--- src/rtl/gt_streamer.sv ---
// rtl/gt_streamer.sv - Streams garbled-table rows from a DPRAM as W-bit words.
// Each row takes one FETCH, one LOAD and K/W SEND beats; the address is preloaded so it is valid throughout FETCH.
module gt_streamer #(
  parameter int S = 20,
  parameter int K = 128,
  parameter int W = 32
) (
  input  logic         clk,
  input  logic         rst,
  input  logic         start,
  input  logic [S-1:0] num_gates,
  output logic [S-1:0] gt_rd_addr,
  input  logic [K-1:0] gt_rd_data,
  output logic [W-1:0] out_data,
  output logic         out_valid,
  input  logic         out_ready,
  output logic         busy,
  output logic         done
);

  localparam int NW  = K / W;
  localparam int WCW = (NW > 1) ? $clog2(NW) : 1;
  localparam logic [WCW-1:0] LAST_WORD = WCW'(NW - 1);

  typedef enum logic [2:0] {IDLE, FETCH, LOAD, SEND, FIN} state_t;

  state_t         state;
  logic [S-1:0]   ngates;
  logic [S:0]     row_cnt;
  logic [S:0]     row_next;
  logic [WCW-1:0] word_cnt;
  logic [K-1:0]   shreg;

  // One extra row-counter bit keeps 2*num_gates representable for the largest num_gates.
  assign row_next = row_cnt + (S+1)'(1);
  assign out_data = shreg[W-1:0];

  always_ff @(posedge clk or posedge rst) begin
    if (rst) begin
      state      <= IDLE;
      ngates     <= '0;
      row_cnt    <= '0;
      word_cnt   <= '0;
      shreg      <= '0;
      gt_rd_addr <= '0;
      out_valid  <= 1'b0;
      busy       <= 1'b0;
      done       <= 1'b0;
    end else begin
      case (state)
        IDLE: begin
          if (start) begin
            ngates  <= num_gates;
            row_cnt <= '0;
            busy    <= 1'b1;
            if (num_gates == '0) begin
              state <= FIN;
              done  <= 1'b1;
            end else begin
              state      <= FETCH;
              gt_rd_addr <= '0;
            end
          end
        end
        FETCH: begin
          state <= LOAD;
        end
        LOAD: begin
          shreg     <= gt_rd_data;
          word_cnt  <= '0;
          out_valid <= 1'b1;
          state     <= SEND;
        end
        SEND: begin
          if (out_ready) begin
            shreg    <= shreg >> W;
            word_cnt <= word_cnt + WCW'(1);
            if (word_cnt == LAST_WORD) begin
              out_valid <= 1'b0;
              row_cnt   <= row_next;
              if (row_next == {ngates, 1'b0}) begin
                state <= FIN;
                done  <= 1'b1;
              end else begin
                state      <= FETCH;
                gt_rd_addr <= row_next[S-1:0];
              end
            end
          end
        end
        FIN: begin
          done  <= 1'b0;
          busy  <= 1'b0;
          state <= IDLE;
        end
        default: begin
          state     <= IDLE;
          out_valid <= 1'b0;
          busy      <= 1'b0;
          done      <= 1'b0;
        end
      endcase
    end
  end

endmodule

--- config.mk ---
export PLATFORM = sky130hd
export DESIGN_NAME = gt_streamer
export DESIGN_NICKNAME = d
export VERILOG_FILES = /design/src/rtl/gt_streamer.sv
export SDC_FILE = /design/constraint.sdc
export NUM_CORES = 1
export LEC_CHECK = 0
export CAP_MARGIN = 20
export CORE_AREA = 3 3 133 263
export DETAILED_ROUTE_END_ITERATION = 10
export DIE_AREA = 0 0 136 266
export PLACE_DENSITY = 0.61
export SYNTH_ARGS = -nofsm -noshare
export SYNTH_HDL_FRONTEND = slang
export SYNTH_SLANG_ARGS = --single-unit
--- constraint.sdc ---
create_clock -name clk -period 20.3 [get_ports clk]
set_clock_uncertainty 0.05 [all_clocks]
set_input_delay 4.06 -clock clk [delete_from_list [all_inputs] [get_ports clk]]
set_output_delay 4.06 -clock clk [all_outputs]
set_load 0.01 [all_outputs]
# ---- Word level (Yosys, flattened, before mapping)
# Index checks and enable logic that the tools add are counted.
dict set report word_totals {
  regBits 197
  inputBits 152
}
dict set report classes {
  addsub 2
  n_eq_ne 13
  muxes 31
  n_bitwise 3
  n_reduce_logical 15
}
# op n
set op_table {}
lappend op_table {{$pmux W128 S2} 1}
lappend op_table {{$mux W128} 1}
lappend op_table {{$mux W20} 5}
lappend op_table {{$mux W21} 3}
lappend op_table {{$pmux W21 S2} 1}
lappend op_table {{$pmux W20 S2} 1}
lappend op_table {{$add A21 B1 Y21 const B} 1}
lappend op_table {{$eq A21 B21 Y1} 1}
lappend op_table {{$logic_not A20 Y1} 1}
lappend op_table {{$mux W3} 5}
lappend op_table {{$ne A2 B2 Y1 const B} 7}
lappend op_table {{$pmux W3 S4} 1}
lappend op_table {{$reduce_and A6 Y1} 2}
lappend op_table {{$mux W1} 8}
lappend op_table {{$eq A3 B2 Y1 const B} 2}
lappend op_table {{$pmux W1 S3} 2}
lappend op_table {{$reduce_and A2 Y1} 3}
lappend op_table {{$reduce_and A3 Y1} 2}
lappend op_table {{$reduce_or A3 Y1} 2}
lappend op_table {{$pmux W2 S2} 1}
lappend op_table {{$reduce_and A4 Y1} 1}
lappend op_table {{$reduce_bool A2 Y1} 2}
lappend op_table {{$eq A3 B1 Y1 const B} 1}
lappend op_table {{$eq A3 B3 Y1 const B} 1}
lappend op_table {{other kinds (7)} 9}

# ---- Logic depth before layout (Yosys ltp)
dict set report depth {
  depth_word 6
  mapped_depth 11
  mapped_depth_nobuf 9
}

# ---- Worst setup path before layout
# No wires, ideal clock.
dict set report synth_timing {
  kind {input to register}
  from {input port out_ready}
  to {register shreg[54]}
  setup_ns 0.083
  arrival_ns 5.403
  required_ns 20.167
  setup_slack_ns 14.764
  cell_stages 6
  path_cell_list {a21oi_1 clkbuf_1 clkbuf_1 buf_1 nand2_1 o21ai_0}
}
dict set report synth_between {
  elab_chain_len 2
}
# item line_no
set synth_rtl {}
lappend synth_rtl {{start, declared} 16} ;# input logic out_ready,
lappend synth_rtl {{$ne A2 B2 Y1 (no source line)} n/a}
lappend synth_rtl {{$reduce_and A2 Y1 (no source line)} n/a}
lappend synth_rtl {{end signal, assigned} 69} ;# shreg <= gt_rd_data;
lappend synth_rtl {{end signal, assigned} 76} ;# shreg <= shreg >> W;
lappend synth_rtl {{end, declared} 32} ;# logic [K-1:0] shreg;
# No other way between the ends.
# A chain may end at the register's enable or synchronous reset.

# ---- Worst setup path after layout
dict set report layout_timing {
  from {input port out_ready}
  to {register shreg[61]}
}
# Same word-level chain as after synthesis.

==> metrics.csv <==
metric,value,unit
first-pass GRT wire length,44.99,mm
share of layout cells above drive strength 1,6.968,%
RSZ-0062 raised after global routing,no,
Crit-path slowest cell,buf_4,
Yosys cell types,69,
mapped cell area,9902,um^2
htree depth,4,
Wirelength per Cell,19.49,um
Slowest Stage Delay on Critical Path,670,ps
clock slew at reported path FFs,80,ps
"Seq/Total Area, Yosys",49.79,%
maximum fanout along the worst path,119,
Yosys reg bits,197,
total vias in the final route,7644,
hpwl dp,22.34,mm
worst hold-check path type,register to register,
hold_buf cts,0,
antenna-violating nets left,0,
Final Hold Violating Endpoints,0,
DRC violation total after the first TritonRoute iteration,484,
crit start category,input pin,
I/O pin count,207,
"Setup violations, final",0,
"EDFF count, synth",0,
Post-CTS Setup Bufs,0,
CP required,20560,ps
Syn. warnings,0,
clock tree buffer depth,2,
period utilization,30.04,%
Crit. End Element,register,
WS Path Type,input pin to register,
CTS buffer count,17,
end point of the critical path,shreg[61]$_DFFE_PP0P_,
Slew headroom,30.60,%
fin. max-slew vios,0,
CTS Root Cell,clkbuf_16,
largest net degree at the start of global routing,126,
Worst Tran Pin Value,1041,ps
status,"finished, final reports clean",
Port Buffers,206,
crit path cell chain,clkdlybuf4s50_1 > a21oi_4 > buf_4 > buf_4 > buf_16 > o21ai_0,
cells resized by post-CTS repair,0,
crit path time final,6099,ps
R2R Path End,gt_rd_addr[16]$_DFFE_PP0P_,
num rows,94,
core area,33170,um^2
1st-pass router iterations,5,
synthesized area per cell,10.35,um^2
worst r2r src,row_cnt[4]$_DFFE_PP0P_,
most frequent cells in the layout,"clkdlybuf4s50_1, dfrtp_1, nand2_1, o21ai_0, mux2i_1",
GRT overflow,0,
WP data arrival,6360,ps
Async SR Flop Fraction,100.0,%
R2R cell count,8,
Die Area,36180,um^2
Post-Syn Instances,957,
CTS tree,done,
Fill cells,3326,
Syn Nets,1111,
antenna violations before repair,1,
GPL Wtd Cong,0.9613,
"most common cell after layout, fill and taps aside",clkdlybuf4s50_1,
vias in the first global route,7758,
chip width,136,um
static leakage,5.342,nW
Starting Density,29.86,%
"most used cell, CP",buf_4,
Post-Route WL,29.98,mm
Die Height,266,um
clk_lat worst skew,450,ps
clk sinks,197,
nets@finish,1246,
drt drc,0,
total of max-cap violations,0,
"Power, Total",1.587,mW
Max Clock Freq,164.0,MHz
Pwr per Cell Area,124.4,nW/um^2
VDD IR max,82.21,uV
hold path start,shreg[84]$_DFFE_PP0P_,
setup TNS,0,ps
top_reg_cell synth,dfrtp_1,
R2R setup slack,16300,ps
Global Route Usage Sum,16.56,%
area grow syn2layout,28.77,%
crit path from,out_ready,
vias per cell,4.970,
[per-layer routing]
| layer | vias up | GRT usage, % | part of all wire, % | wire (um) |
|---|---|---|---|---|
| li1 | 3669 | - | - | - |
| met1 | 3690 | 16.23 | 34 | 10220 |
| met2 | 223 | 32.23 | 58 | 17440 |
| met3 | 62 | 3.023 | 3.6 | 1076 |
| met4 | 0 | 8.290 | 4.1 | 1238 |
| met5 | - | 0 | 0 | 0 |
[sequential cells by signal (all words and copies together) (netlist names)]
register / count
gt_rd_addr: 20
row_cnt: 21
state: 3
word_cnt: 2
shreg: 128
busy: 1
out_valid: 1
done: 1
ngates: 20
[worst min-delay path by stage]
stage                                        to  slack, ps  cells past startpoint
after floorplan           shreg[34]$_DFFE_PP0P_        400                      2
after global placement    shreg[84]$_DFFE_PP0P_        410                      2
after detailed placement  shreg[84]$_DFFE_PP0P_        420                      2
after CTS                 shreg[53]$_DFFE_PP0P_        440                      2
after global routing       shreg[3]$_DFFE_PP0P_        450                      2
final                     shreg[84]$_DFFE_PP0P_        430                      2
[critical path, delay by kind of cell]
family | cells | cell delay [ps]
buffers and inverters | 4 | 1810
AO/OA/AOI/OAI | 2 | 350
[cell families (layout without fill, tap and decap cells)]
group	count (synthesis)	count (layout)	share of synthesized area [%]
AO/OA/AOI/OAI	238	238	15.54
AND/OR/NAND/NOR	258	258	12.81
XOR/XNOR	34	34	3.715
adder cells (fa/ha/maj)	2	2	0.2527
multiplexers	116	116	11.97
other	0	1	0
flip-flops	197	197	49.79
buffers and inverters	112	260	5.926
[cell usage after synthesis (all sizes together), types with 2 or more instances]
cell type  number  area [um^2]
a21oi          19        98.85
clkbuf         54        202.7
nor3b           3        22.52
nand3          17        85.08
mux2i          97        970.9
nand2b          5        31.28
xnor2          16        140.1
and2            5        31.28
a211oi          4        35.03
and4            5        43.79
o2bb2ai         7        61.31
o21ai         126        630.6
a22o           47        411.6
inv             9        33.78
dfrtp         197         4930
a2111o          2        22.52
nor3           12        65.06
nor2b           4        25.02
ha              2        25.02
a2111oi         2        17.52
buf            49        350.3
o31ai           9        67.56
or3             2        12.51
xnor3           4        90.09
xor2           13        113.9
a2bb2oi         2        17.52
nand2         132        495.5
nand4          14        108.9
nor2           32        120.1
nand3b          3        22.52
a21o            2        15.01
mux2           19        214.0
o211ai          3        22.52
or4             3        22.52
nor4           12        111.4
and3            4        25.02
[final cells by class]
class                   count  area [um^2]  share of cell area [%]
diodes                      1        2.502                 0.01963
repair buffers            219         2200                   17.25
clock inverters            13        180.2                   1.413
well taps                 432        540.5                   4.239
multi-input cells         648         4404                   34.54
inverters                   9        41.29                  0.3238
flip-flops and latches    197         4930                   38.66
clock buffers              19        452.9                   3.552
[power breakdown]
part	internal, mW	leakage (nW)	switching, mW
logic	0.283	2.46	0.313
clock network	0.195	0.308	0.170
registers	0.529	2.57	0.0960
[metrics by stage]
stage | instance area, um^2 | hold slack [ps] | instances | util [%] | worst slack [ps]
after floorplan | 9902 | 399.2 | 957 | - | 10820
after global placement | 12060 | 410.5 | 1503 | 36.36 | 13450
after detailed placement | 12090 | 419.4 | 1504 | 36.45 | 13350
after CTS | 12720 | 437.1 | 1536 | 38.35 | 13850
after global routing | 12750 | 448.4 | 1538 | 38.45 | 14050
final | 12750 | 429.6 | 1538 | 38.45 | 14200
Note: power is estimated with default switching activity, not from simulation.
==> edit 1: new RTL, same settings <==
Set the parameter `W` to 16 (it was 32).
--- a/src/rtl/gt_streamer.sv
+++ b/src/rtl/gt_streamer.sv
@@ -3,7 +3,7 @@
 module gt_streamer #(
   parameter int S = 20,
   parameter int K = 128,
-  parameter int W = 32
+  parameter int W = 16
 ) (
   input  logic         clk,
   input  logic         rst,
Interface: changed (resized out_data); port bits go from 207 to 191. No check against the original RTL was run, so the function may have changed too.
==> edit 1 against the unedited design <==
Wire length is 12% lower; critical path type unchanged; via count down 1.7%; fmax is 12% lower; synthesized cell count increased by 3.2%; setup slack got worse by 0.81 ns; largest cell class unchanged; final area is 1.1% lower; sequential power is 16% lower; combinational power down 40%; critical path depth is 1 lower; sequential cell count grew 1; power down 22%; synthesized area is essentially flat; highest routed layer unchanged.
==> edit 1: results <==
export IMPL_outcome="completed"
export IMPL_cp_endpoint="shreg[17]"
export IMPL_port_buffers=190
export IMPL_rr_startpoint="row_cnt[0]"
export IMPL_multi_input_area_share=0.356
export IMPL_wl_per_cell_um=16.9
export IMPL_min_to="shreg[110]"
export IMPL_reg2reg_depth=10
export IMPL_ir_drop_mv=0.0579
export IMPL_inverters_excl_clock=5
export IMPL_max_stage_delay_ns=0.84
export IMPL_gp_congestion=0.897
export IMPL_regArea_mm2=0.00495
export IMPL_grtUsageTotal=0.147
export IMPL_dpl_instance_area_mm2=0.0120
export IMPL_multi_input_cells=694
export IMPL_dp_cells=1529
export IMPL_grt_max_degree=135
export IMPL_p_int_uw=822
export IMPL_worstPathArrival_ns=7.14
export IMPL_firstDrtPassIters=4
export IMPL_synth_commonest_cells="198 x dfrtp_1, 192 x nand2_1, 147 x o21ai_0"
export IMPL_antenna_found_initial=0
export IMPL_drtIter0Drc=380
export IMPL_drive_above_1_share=0.0709
export IMPL_syn_to_final_growth_pct=27.3
export IMPL_wl_um=26300
export IMPL_sh_seq_area=0.393
## edit 1: changes by cell type after synthesis, sizes merged, moves of 10 or more
| cell | unedited run | this run |
|---|---|---|
| buf | 49 | 36 |
| nand2 | 132 | 193 |
| o21ai | 126 | 147 |
| mux2i | 97 | 131 |
| a22o | 47 | 16 |
| a21oi | 19 | 9 |
| nor2 | 32 | 21 |
## edit 1: cells by family after synthesis
| kind of cell | share of synthesized area |
|---|---|
| AOI/OAI and AO/OA | 0.121 |
| adders and majority gates | 0.00379 |
| muxes | 0.155 |
| buffers and inverters | 0.0496 |
| xor gates and xnor gates | 0.0309 |
| and+or+nand+nor | 0.139 |
| DFF | 0.500 |
## edit 1: routing by layer
| layer | vias up | track usage | share of wire |
|---|---|---|---|
| met1 | 3546 | 0.161 | 0.39 |
| met2 | 219 | 0.263 | 0.52 |
| met5 | - | 0 | 0 |
| met4 | 0 | 0.0646 | 0.036 |
| met3 | 49 | 0.0404 | 0.056 |
| li1 | 3701 | - | - |
==> edit 2: new RTL, config.mk and constraints unchanged <==
Made on the original files. Encoding of `state_t`: now one-hot (5 bits for 5 states).
--- a/src/rtl/gt_streamer.sv
+++ b/src/rtl/gt_streamer.sv
@@ -22,7 +22,7 @@
   localparam int WCW = (NW > 1) ? $clog2(NW) : 1;
   localparam logic [WCW-1:0] LAST_WORD = WCW'(NW - 1);
 
-  typedef enum logic [2:0] {IDLE, FETCH, LOAD, SEND, FIN} state_t;
+  typedef enum logic [4:0] {IDLE = 5'b00001, FETCH = 5'b00010, LOAD = 5'b00100, SEND = 5'b01000, FIN = 5'b10000} state_t;
 
   state_t         state;
   logic [S-1:0]   ngates;
Behaviour: same outputs for any inputs over 4 cycles, from zero or initial values and one cycle with rst high; so few cycles prove little.
==> edit 2 against the unedited design <==
Setup slack lost 0.31 ns; combinational power shrank 30%; power shrank 12%; final area shrank 3.5%; clock power shrank 4%; synthesized area shrank 3.9%; sequential cell count grew 2; via count shrank 7.7%; non-clock buffer count shrank 7; utilization shrank 1.4 points; fmax shrank 4.9%; wire length shrank 9.4%; global-route usage shrank 1.5 points; critical path type unchanged.
==> edit 2: results <==
export IMPL_grt_pass1_vias=7249
export IMPL_reg2reg_depth=9
export IMPL_grtUsageTotal=0.151
export IMPL_n_antenna_cell=4
export IMPL_nClkBuffers=18
export IMPL_syn_nets=1060
export IMPL_antenna_found_initial=4
export IMPL_dp_slack_ns=13.40
export IMPL_drive_above_1_share=0.0617
export IMPL_grt_max_degree=130
export IMPL_drtIter0Drc=341
export IMPL_wl_per_cell_um=18.2
export IMPL_synth_commonest_cells="198 x dfrtp_1, 135 x nand2_1, 125 x o21ai_0"
export IMPL_ir_drop_mv=0.0749
export IMPL_buffers=212
export IMPL_ys_top_cells_by_area="dfrtp_1 52%, mux2i_1 10%, o21ai_0 6.6%"
export IMPL_grt_pass1_wl_um=41100
export IMPL_synth_distinct_cells=45
export IMPL_worstPathArrival_ns=6.65
export IMPL_clock_area_frac=0.0479
export IMPL_multi_input_cells=607
export IMPL_firstDrtPassIters=4
export IMPL_leakage_nw=5.80
export IMPL_max_stage_delay_ns=0.86
export IMPL_seq_area_frac_synth=0.524
export IMPL_inverters_excl_clock=5
export IMPL_fillers=3325
export IMPL_gp_congestion=0.924
export IMPL_utilization=0.371
export IMPL_worst_pin_slew_ns=1.05
export IMPL_dpl_hpwl_um=20200
export IMPL_outcome="completed"
export IMPL_nNetsFinal=1196
export IMPL_cts_sinks=199
export IMPL_vias=7057
export IMPL_buffer_area_frac=0.172
[edit 2: cell count changes in the layout (fill, tap and decap cells not counted), sizes merged, moves of 6 or more]
cell     delta
xnor2       +9
a22o       -14
o2bb2ai    +12
buf         -7
nor3        -6
a21oi       -6
[edit 2: metrics by stage]
| step | hold WS, ns | instances |
|---|---|---|
| 2_1_floorplan | 0.399 | 906 |
| 3_3_place_gp | 0.410 | 1454 |
| 3_5_place_dp | 0.419 | 1454 |
| 4_1_cts | 0.436 | 1485 |
| 5_1_grt | 0.455 | 1490 |
| 6_report | 0.428 | 1490 |
[edit 2: cells by family (layout without fill, tap and decap cells)]
logic type	Yosys count	after routing	synth area share
xor gates and xnor gates	45	45	0.0444
buffers and inverters	100	248	0.0546
DFF	199	199	0.524
and+or+nand+nor	236	236	0.114
AOI/OAI and AO/OA	206	206	0.134
muxes	118	118	0.127
other	0	4	0
adders and majority gates	2	2	0.00263
[edit 2: final timing paths]
path,start,endpoint,slack [ns]
worst max-delay path,out_ready,shreg[67],13.89
worst min-delay path,shreg[21],shreg[21],0.43
worst max register to register,row_cnt[0],row_cnt[0],16.53
worst min register to register,shreg[21],shreg[21],0.43
max in group asynchronous,rst,ngates[19],14.65
min in group asynchronous,rst,shreg[35],4.07
[edit 2: critical path: cells and delay by family]
kind / cells / cell delay, ns
buffers and inverters: 3 / 2.13
AOI/OAI and AO/OA: 2 / 0.36
[edit 2: power breakdown]
group	switching [mW]	internal, mW	leakage [nW]
combinational	0.207	0.210	2.95
sequential	0.0935	0.539	2.57
clock	0.165	0.185	0.286
[edit 2: layer usage]
layer  track usage  routed length [um]  vias to the layer above
met2         0.274               14900                      196
met3        0.0302                1160                       62
met1         0.153                9570                     3357
li1              -                   -                     3442
met5             0                   0                        -
met4         0.101                1540                        0
